### config.mk
export PLATFORM = sky130hd
export DESIGN_NAME = uart_rx
export DESIGN_NICKNAME = d
export VERILOG_FILES = /design/src/rtl/uart_rx.sv
export SDC_FILE = /design/constraint.sdc
export NUM_CORES = 1
export LEC_CHECK = 0
export BUFFER_PORTS_ARGS = -buffer_cell sky130_fd_sc_hd__buf_2
export CORE_MARGIN = 2
export CORE_UTILIZATION = 60
export DETAILED_ROUTE_END_ITERATION = 16
export HOLD_SLACK_MARGIN = 0.12
export PLACE_DENSITY = 0.81
export SLEW_MARGIN = 20
export SYNTH_ARGS = -nofsm -noshare
export SYNTH_HDL_FRONTEND = slang
export SYNTH_SLANG_ARGS = --single-unit
### constraint.sdc
create_clock -name i_Clock -period 3.64 [get_ports i_Clock]
set_input_delay 0.546 -clock i_Clock [delete_from_list [all_inputs] [get_ports i_Clock]]
set_output_delay 0.546 -clock i_Clock [all_outputs]
set_load 0.05 [all_outputs]
### src/rtl/uart_rx.sv
`default_nettype none
// ==== uart_rx : oversampled 8N1 UART receiver with framing-error flag; rev 1.0 ====
// ==== Optional even-parity bit (and o_Parity_Err port) when UART_RX_PARITY_EN is defined ====
module uart_rx #(
  parameter int DATA_BITS  = 8,
  parameter int OVERSAMPLE = 16
) (
  input  logic                 i_Clock,
  input  logic                 i_reset,
  input  logic                 i_bd,
  input  logic                 i_Rx_Serial,
  output logic [DATA_BITS-1:0] o_Rx_Byte,
  output logic                 o_Rx_Done,
  output logic                 o_Rx_Active,
  output logic                 o_Frame_Err
`ifdef UART_RX_PARITY_EN
  ,
  output logic                 o_Parity_Err
`endif
);

  localparam int TICK_W = $clog2(OVERSAMPLE);
  localparam int IDX_W  = $clog2(DATA_BITS);
  localparam logic [TICK_W-1:0] TICK_HALF = TICK_W'(OVERSAMPLE / 2 - 1);
  localparam logic [TICK_W-1:0] TICK_FULL = TICK_W'(OVERSAMPLE - 1);
  localparam logic [IDX_W-1:0]  IDX_LAST  = IDX_W'(DATA_BITS - 1);

  typedef enum logic [2:0] {
    IDLE   = 3'd0,
    START  = 3'd1,
    DATA   = 3'd2,
`ifdef UART_RX_PARITY_EN
    PARITY = 3'd3,
`endif
    STOP   = 3'd4
  } state_t;

  state_t               state, state_nxt;
  logic                 rx_meta, rx_s;
  logic [TICK_W-1:0]    tick, tick_nxt;
  logic [IDX_W-1:0]     idx, idx_nxt;
  logic [DATA_BITS-1:0] shreg, shreg_nxt;
  logic [DATA_BITS-1:0] byte_nxt;
  logic                 done_nxt, ferr_nxt;
  logic                 mid_half, mid_full;
`ifdef UART_RX_PARITY_EN
  logic                 par_bit, par_nxt, perr_nxt;
`endif

  // Both flops preset to 1 so reset looks like an idle line
  always_ff @(posedge i_Clock or posedge i_reset) begin
    if (i_reset) begin
      rx_meta <= 1'b1;
      rx_s    <= 1'b1;
    end else begin
      rx_meta <= i_Rx_Serial;
      rx_s    <= rx_meta;
    end
  end

  assign mid_half = i_bd && (tick == TICK_HALF);
  assign mid_full = i_bd && (tick == TICK_FULL);

  always_ff @(posedge i_Clock or posedge i_reset) begin
    if (i_reset) begin
      state       <= IDLE;
      tick        <= '0;
      idx         <= '0;
      shreg       <= '0;
      o_Rx_Byte   <= '0;
      o_Rx_Done   <= 1'b0;
      o_Rx_Active <= 1'b0;
      o_Frame_Err <= 1'b0;
`ifdef UART_RX_PARITY_EN
      par_bit      <= 1'b0;
      o_Parity_Err <= 1'b0;
`endif
    end else begin
      state       <= state_nxt;
      tick        <= tick_nxt;
      idx         <= idx_nxt;
      shreg       <= shreg_nxt;
      o_Rx_Byte   <= byte_nxt;
      o_Rx_Done   <= done_nxt;
      o_Rx_Active <= (state_nxt != IDLE);
      o_Frame_Err <= ferr_nxt;
`ifdef UART_RX_PARITY_EN
      par_bit      <= par_nxt;
      o_Parity_Err <= perr_nxt;
`endif
    end
  end

  always_comb begin
    state_nxt = state;
    tick_nxt  = i_bd ? tick + 1'b1 : tick;
    idx_nxt   = idx;
    shreg_nxt = shreg;
    byte_nxt  = o_Rx_Byte;
    done_nxt  = 1'b0;
    ferr_nxt  = 1'b0;
`ifdef UART_RX_PARITY_EN
    par_nxt   = par_bit;
    perr_nxt  = 1'b0;
`endif
    case (state)
      IDLE: begin
        tick_nxt = '0;
        if (!rx_s) state_nxt = START;
      end
      START: begin
        if (mid_half) begin
          idx_nxt   = '0;
          state_nxt = rx_s ? IDLE : DATA;
        end
      end
      DATA: begin
        if (mid_full) begin
          tick_nxt  = '0;
          shreg_nxt = {rx_s, shreg[DATA_BITS-1:1]};
          idx_nxt   = idx + 1'b1;
          if (idx == IDX_LAST) begin
`ifdef UART_RX_PARITY_EN
            state_nxt = PARITY;
`else
            state_nxt = STOP;
`endif
          end
        end
      end
`ifdef UART_RX_PARITY_EN
      PARITY: begin
        if (mid_full) begin
          par_nxt   = rx_s;
          state_nxt = STOP;
        end
      end
`endif
      STOP: begin
        if (mid_full) begin
          state_nxt = IDLE;
          if (rx_s) begin
            byte_nxt = shreg;
            done_nxt = 1'b1;
`ifdef UART_RX_PARITY_EN
            perr_nxt = ^{shreg, par_bit};
`endif
          end else begin
            ferr_nxt = 1'b1;
          end
        end
      end
      default: state_nxt = IDLE;
    endcase
    // Every state change restarts the bit-phase count
    if (state_nxt != state) tick_nxt = '0;
  end

endmodule
`default_nettype wire
==> results.yml, run 1 <==
synth:
  synthTopCellsByArea: "dfrtp_1 54%, mux2_2 13%, dfstp_2 3.9%"
  synth_common_cells: "29 x dfrtp_1, 16 x mux2_2, 7 x nor2_1"
  netlist.area_leader.share_pct: 54.2
  synth_warnings: 0
  synth-seq-area-share_pct: 58.1
  yosysMostFrequentCell: "dfrtp_1"
  synth_area_sq_mm: 0.00134
  syn_nets: 106
  netlist_instances: 99
  ys_types: 30
  synth_edf_count: 0
  ys_async_sr_fraction_pct: 100
  synth-main-ff-cell: "dfrtp_1"
  synth_top_cell_by_area: "dfrtp_1"
  syn-mean-instance-area_sq_um: 13.5
  synth-seq-cells: 31
timing:
  setup_viol: 0
  period_needed_ns: 1.72
  max_freq_mhz: 581
  hold_viol: 0
  finalMaxSlewViolations: 0
  fin_worst_skew_ns: 0.00479
  worstMarginPinSlew_ns: 0.613
  fin_setup_tns_ns: 0
  min_period_over_period_pct: 47.3
  rsz0062_at_grt: "no"
  max_slew_margin_pct: 59.1
placed_design:
  io_buffer_count: 14
  placed_cell_area_sq_mm: 0.00141
  dp_hpwl_um: 1390
  place_inst: 137
  place_congestion: 0.808
status:
  status: "complete, no violations"
critical_path:
  r2r_slack_ns: 1.92
  startpoint_type: "flop"
  rr_startpoint: "state[2]$_DFF_PP0_"
  crit_type: "reg2reg"
  required_ns: 3.86
  cp_max_fo: 13
  end_kind: "flop"
  arrival_ns: 1.94
  rr_worst_depth: 3
  r2r_end: "shreg[0]$_DFFE_PP0P_"
routing:
  drt_pass1_iterations: 4
  viasPerCell: 5.54
  num_vias: 803
  wl_um: 2000
  drc: 0
  routedWlPerCell_um: 13.8
  first_iter_violations: 16
  ant_nets: 0
clock_network:
  numCtsBuffers: 5
  ctsRootBufferMaster: "clkbuf_4"
  numClockSinks: 31
  ctsLongestPathBuffers: 2
  ctsResizeCount: 0
  hold_buffers: 0
  clock_latency_ns: 0.33
  cts_setup_buffers: 0
  clkTransAtPathRegs_ns: 0.09
  cts_htree_levels: 2
  cts_tree: "built"
grt:
  grt_pass1_vias: 809
  grt_first_pass_wirelength_um: 3690
  grt_usage_pct: 20.3
  grt_max_degree: 32
  antenna_found_initial: 0
  grt_overflow: 0
cells_and_area:
  area_delta_synth_final_pct: 10.1
  nNetsFinal: 123
  post-route-cell-area_sq_mm: 0.00147
  layout-drive-gt1-share_pct: 39.3
  utilization_pct: 67.9
  instances_no_fill: 145
  antenna_cells: 0
die:
  die_w_um: 51.2
  initial_core_util_pct: 61.7
  coreArea_sq_mm: 0.00217
  dieArea_sq_mm: 0.00263
  io_pins: 15
  num_rows: 17
  die_y_um: 51.2
job:
  cap_violations: 0
pwr:
  ir_drop_v: 0.000519
  leakage_nw: 0.754
  power_density_mw_per_mm2: 501
  total_power_uw: 738
worst_hold_path:
  hp-class: "in2async"
[layer usage]
| layer | share of wire [%] | GRT usage (%) |
|---|---|---|
| met4 | 1.0 | 13.2 |
| met2 | 46 | 29.4 |
| met3 | 6.5 | 7.02 |
| met5 | 0 | 0 |
| met1 | 47 | 25.9 |
[placed cells by master, fill, tap and decap left out, types with 3 or more instances in the layout]
cell type | netlist | layout
nor2b_1 | 3 | 3
nor2_1 | 7 | 7
dfrtp_1 | 29 | 29
mux2_2 | 16 | 16
nand2_1 | 5 | 5
ha_1 | 3 | 3
o21ai_0 | 4 | 4
clkbuf_4 | 0 | 5
buf_2 | 1 | 14
[registers in the layout (all words and copies together) (netlist names)]
signal       count
o_Rx_Active      1
o_Rx_Done        1
rx_s             1
o_Frame_Err      1
tick             4
rx_meta          1
state            3
shreg            8
idx              3
o_Rx_Byte        8
[final cells by class]
class / count / area (sq um)
sequential: 31 / 778
inverter: 3 / 11.3
multi-input combinational: 61 / 510
clock buffer: 8 / 68.8
tap: 28 / 35.0
timing repair buffer: 14 / 70.1
fill: 165 / 696
[through the flow]
| step | setup slack [ns] | hold WS (ns) |
|---|---|---|
| CTS | 1.91 | 0.291 |
| global placement | 1.85 | 0.347 |
| finish | 1.92 | 0.278 |
| detailed placement | 1.80 | 0.347 |
| global route | 1.82 | 0.282 |
| floorplan | 1.99 | 0.345 |
[how the worst max path moves through the flow]
stage	start	cells after the start	endpoint
2_1_floorplan	i_bd	6	shreg[0]$_DFFE_PP0P_
3_3_place_gp	i_bd	4	shreg[3]$_DFFE_PP0P_
3_5_place_dp	i_bd	4	shreg[0]$_DFFE_PP0P_
4_1_cts	state[2]$_DFF_PP0_	3	shreg[0]$_DFFE_PP0P_
5_1_grt	state[2]$_DFF_PP0_	3	shreg[0]$_DFFE_PP0P_
6_report	state[2]$_DFF_PP0_	3	shreg[0]$_DFFE_PP0P_
[power breakdown]
| group | internal, mW | leakage, nW | switching, mW |
|---|---|---|---|
| registers | 0.374 | 0.411 | 0.0281 |
| logic | 0.0488 | 0.305 | 0.0661 |
| clock network | 0.113 | 0.0386 | 0.107 |
[cells by family (layout without fill, tap and decap cells)]
group / after synthesis / in the layout / synth area share, %
flip-flops: 31 / 31 / 58.1
AND/OR/NAND/NOR: 29 / 29 / 14.1
multiplexers: 17 / 17 / 14.2
AO/OA/AOI/OAI: 9 / 9 / 5.05
buffers and inverters: 7 / 25 / 3.74
adder cells (fa/ha/maj): 3 / 3 / 2.80
XOR/XNOR: 3 / 3 / 1.96
[critical path, stage by stage, from the launching register on]
cell     delay, ns
dfrtp_1       0.55
nor3b_2       0.42
and2_4        0.28
mux2_2        0.36
(Power assumes the default switching activity.)
==> run 2, diff against run 1 <==
--- a/config.mk
+++ b/config.mk
@@ -7,10 +7,10 @@
 export LEC_CHECK = 0
 export BUFFER_PORTS_ARGS = -buffer_cell sky130_fd_sc_hd__buf_2
 export CORE_MARGIN = 2
-export CORE_UTILIZATION = 60
+export CORE_UTILIZATION = 56
 export DETAILED_ROUTE_END_ITERATION = 16
 export HOLD_SLACK_MARGIN = 0.12
-export PLACE_DENSITY = 0.81
+export PLACE_DENSITY = 0.77
 export SLEW_MARGIN = 20
 export SYNTH_ARGS = -nofsm -noshare
 export SYNTH_HDL_FRONTEND = slang
==> constraint.sdc (replaced) <==
create_clock -name i_Clock -period 1.72 [get_ports i_Clock]
set_input_delay 0.258 -clock i_Clock [delete_from_list [all_inputs] [get_ports i_Clock]]
set_output_delay 0.258 -clock i_Clock [all_outputs]
set_load 0.05 [all_outputs]
==> run 2 against run 1 <==
  * Maximum frequency up 5.5%
  * Worst setup slack worse by 1.8 ns
  * Sequential share of layout area down 1.7 points
  * Power up 110%
  * Sequential cell count unchanged
  * Clock power up 92%
  * Non-clock buffer count up 5
  * Clock skew up 0.015 ns
  * First-iteration DRC count down 50%
  * Register-to-register slack worse by 1.8 ns
  * Hold slack better by 0.014 ns
  * Sequential power up 110%
==> results.yml, run 2 (synthesized netlist as in run 1, its figures left out) <==
pwr:
  ir_drop_v: 0.000985
  power_density_mw_per_mm2: 1010
  leakage_nw: 0.777
  total_power_mw: 1.54
timing:
  min_period_over_period_pct: 94.9
  rsz0062_at_grt: "no"
  setup_viol: 0
  fin_worst_skew_ns: 0.0199
  hold_viol: 0
  period_needed_ns: 1.63
  worstMarginPinSlew_ns: 0.604
  max_slew_margin_pct: 59.7
  fin_setup_tns_ns: 0
  max_freq_mhz: 613
  finalMaxSlewViolations: 0
grt:
  antenna_found_initial: 0
  grt_usage_pct: 19.1
  use_met2_pct: 27.5
  grt_pass1_vias: 836
  grt_overflow: 0
  grtUsageMet3_pct: 5.93
  grt-busiest-layer: "met2"
  grt_max_degree: 18
  grt_first_pass_wirelength_um: 3640
  met1_usage_pct: 24.2
cells_and_area:
  antenna_cells: 0
  multi_input_area_sq_um: 515
  reg_top3: "o_Rx_Byte (8), shreg (8), tick (4)"
  utilization_pct: 68.1
  final_common_cell: "dfrtp_1"
  instances_no_fill: 149
  nNetsFinal: 128
  regArea_sq_um: 778
  final_cell_mix: "29 x dfrtp_1, 16 x mux2_2, 14 x buf_2, 7 x nor2_1"
  area_delta_synth_final_pct: 13.6
  fill_cells: 179
  layout-drive-gt1-share_pct: 42.1
die:
  coreArea_sq_mm: 0.00223
  die_w_um: 52.9
  die_y_um: 52.9
  num_rows: 17
  dieArea_sq_mm: 0.00280
  io_pins: 15
  initial_core_util_pct: 59.9
routing:
  wl_um: 2080
  num_vias: 810
  ant_nets: 0
  drt_pass1_iterations: 4
  first_iter_violations: 8
  routedWlPerCell_um: 13.9
  viasPerCell: 5.44
  drc: 0
worst_hold_path:
  hp-start: "i_bd"
  hp-class: "in2reg"
critical_path:
  cp_max_fo: 4
  startpoint_type: "flop"
  end_kind: "flop"
  rr_startpoint: "tick[0]$_DFF_PP0_"
  cp-startpoint: "tick[0]$_DFF_PP0_"
  required_ns: 1.97
  crit_type: "reg2reg"
  arrival_ns: 1.89
placed_design:
  io_buffer_count: 14
  place_inst: 140
  dp_hpwl_um: 1470
  place_congestion: 0.790
clock_network:
  numCtsBuffers: 5
  cts_htree_levels: 2
  ctsLongestPathBuffers: 2
  numClockSinks: 31
  cts_setup_buffers: 0
  clkTransAtPathRegs_ns: 0.08
  ctsRootBufferMaster: "clkbuf_4"
  clock_latency_ns: 0.34
  cts_tree: "built"
status:
  status: "complete, no violations"
job:
  cap_violations: 0
## run 2: final timing paths
kind	endpoint	slack (ns)	cells after the start
min	tick[0]$_DFF_PP0_	0.29	3
max reg2reg	tick[0]$_DFF_PP0_	0.09	5
min reg2reg	rx_s$_DFF_PP1_	0.36	0
min in group asynchronous	o_Rx_Byte[0]$_DFFE_PP0P_	0.52	3
max in group asynchronous	tick[2]$_DFF_PP0_	0.68	4
max	tick[0]$_DFF_PP0_	0.09	5
## run 2: repair_timing
action	in CTS	in global routing
hold buffers	2	0
hold endpoints to repair	13	0
resized for setup	0	3
endpoints found under the setup margin	0	17
## run 2: per-stage QoR
step,setup slack (ns),hold WS (ns),cell area [sq um]
floorplan,0.177,0.262,1340
global placement,0.0998,0.346,1440
detailed placement,0.0397,0.347,1440
CTS,0.0324,0.277,1520
global route,0.00180,0.299,1520
finish,0.0882,0.293,1520
## run 2: critical path: stages (launching register included)
cell and delay, ns:
dfrtp_1 0.41, ha_2 0.21, and4b_2 0.28, or3b_1 0.36, and3_4 0.21, nor2_1 0.10
## run 2: report_power, final
part / switching [mW] / internal (mW)
logic: 0.143 / 0.115
registers: 0.0604 / 0.792
clock network: 0.236 / 0.189
## run 2: area by class of cell
type	count	share of cell area (%)
Clock inverter	1	0.329
Clock buffer	6	3.37
Inverter	3	0.740
Tap cell	28	2.30
Timing Repair Buffer	19	8.22
Multi-Input combinational cell	61	33.9
Sequential cell	31	51.2
## run 2: metal layers
metal,wire (um),part of all wire [%],vias up
met5,0,0,-
met4,54,2.6,0
met3,93,4.5,6
met2,952,46,15
met1,976,47,388
li1,-,-,401
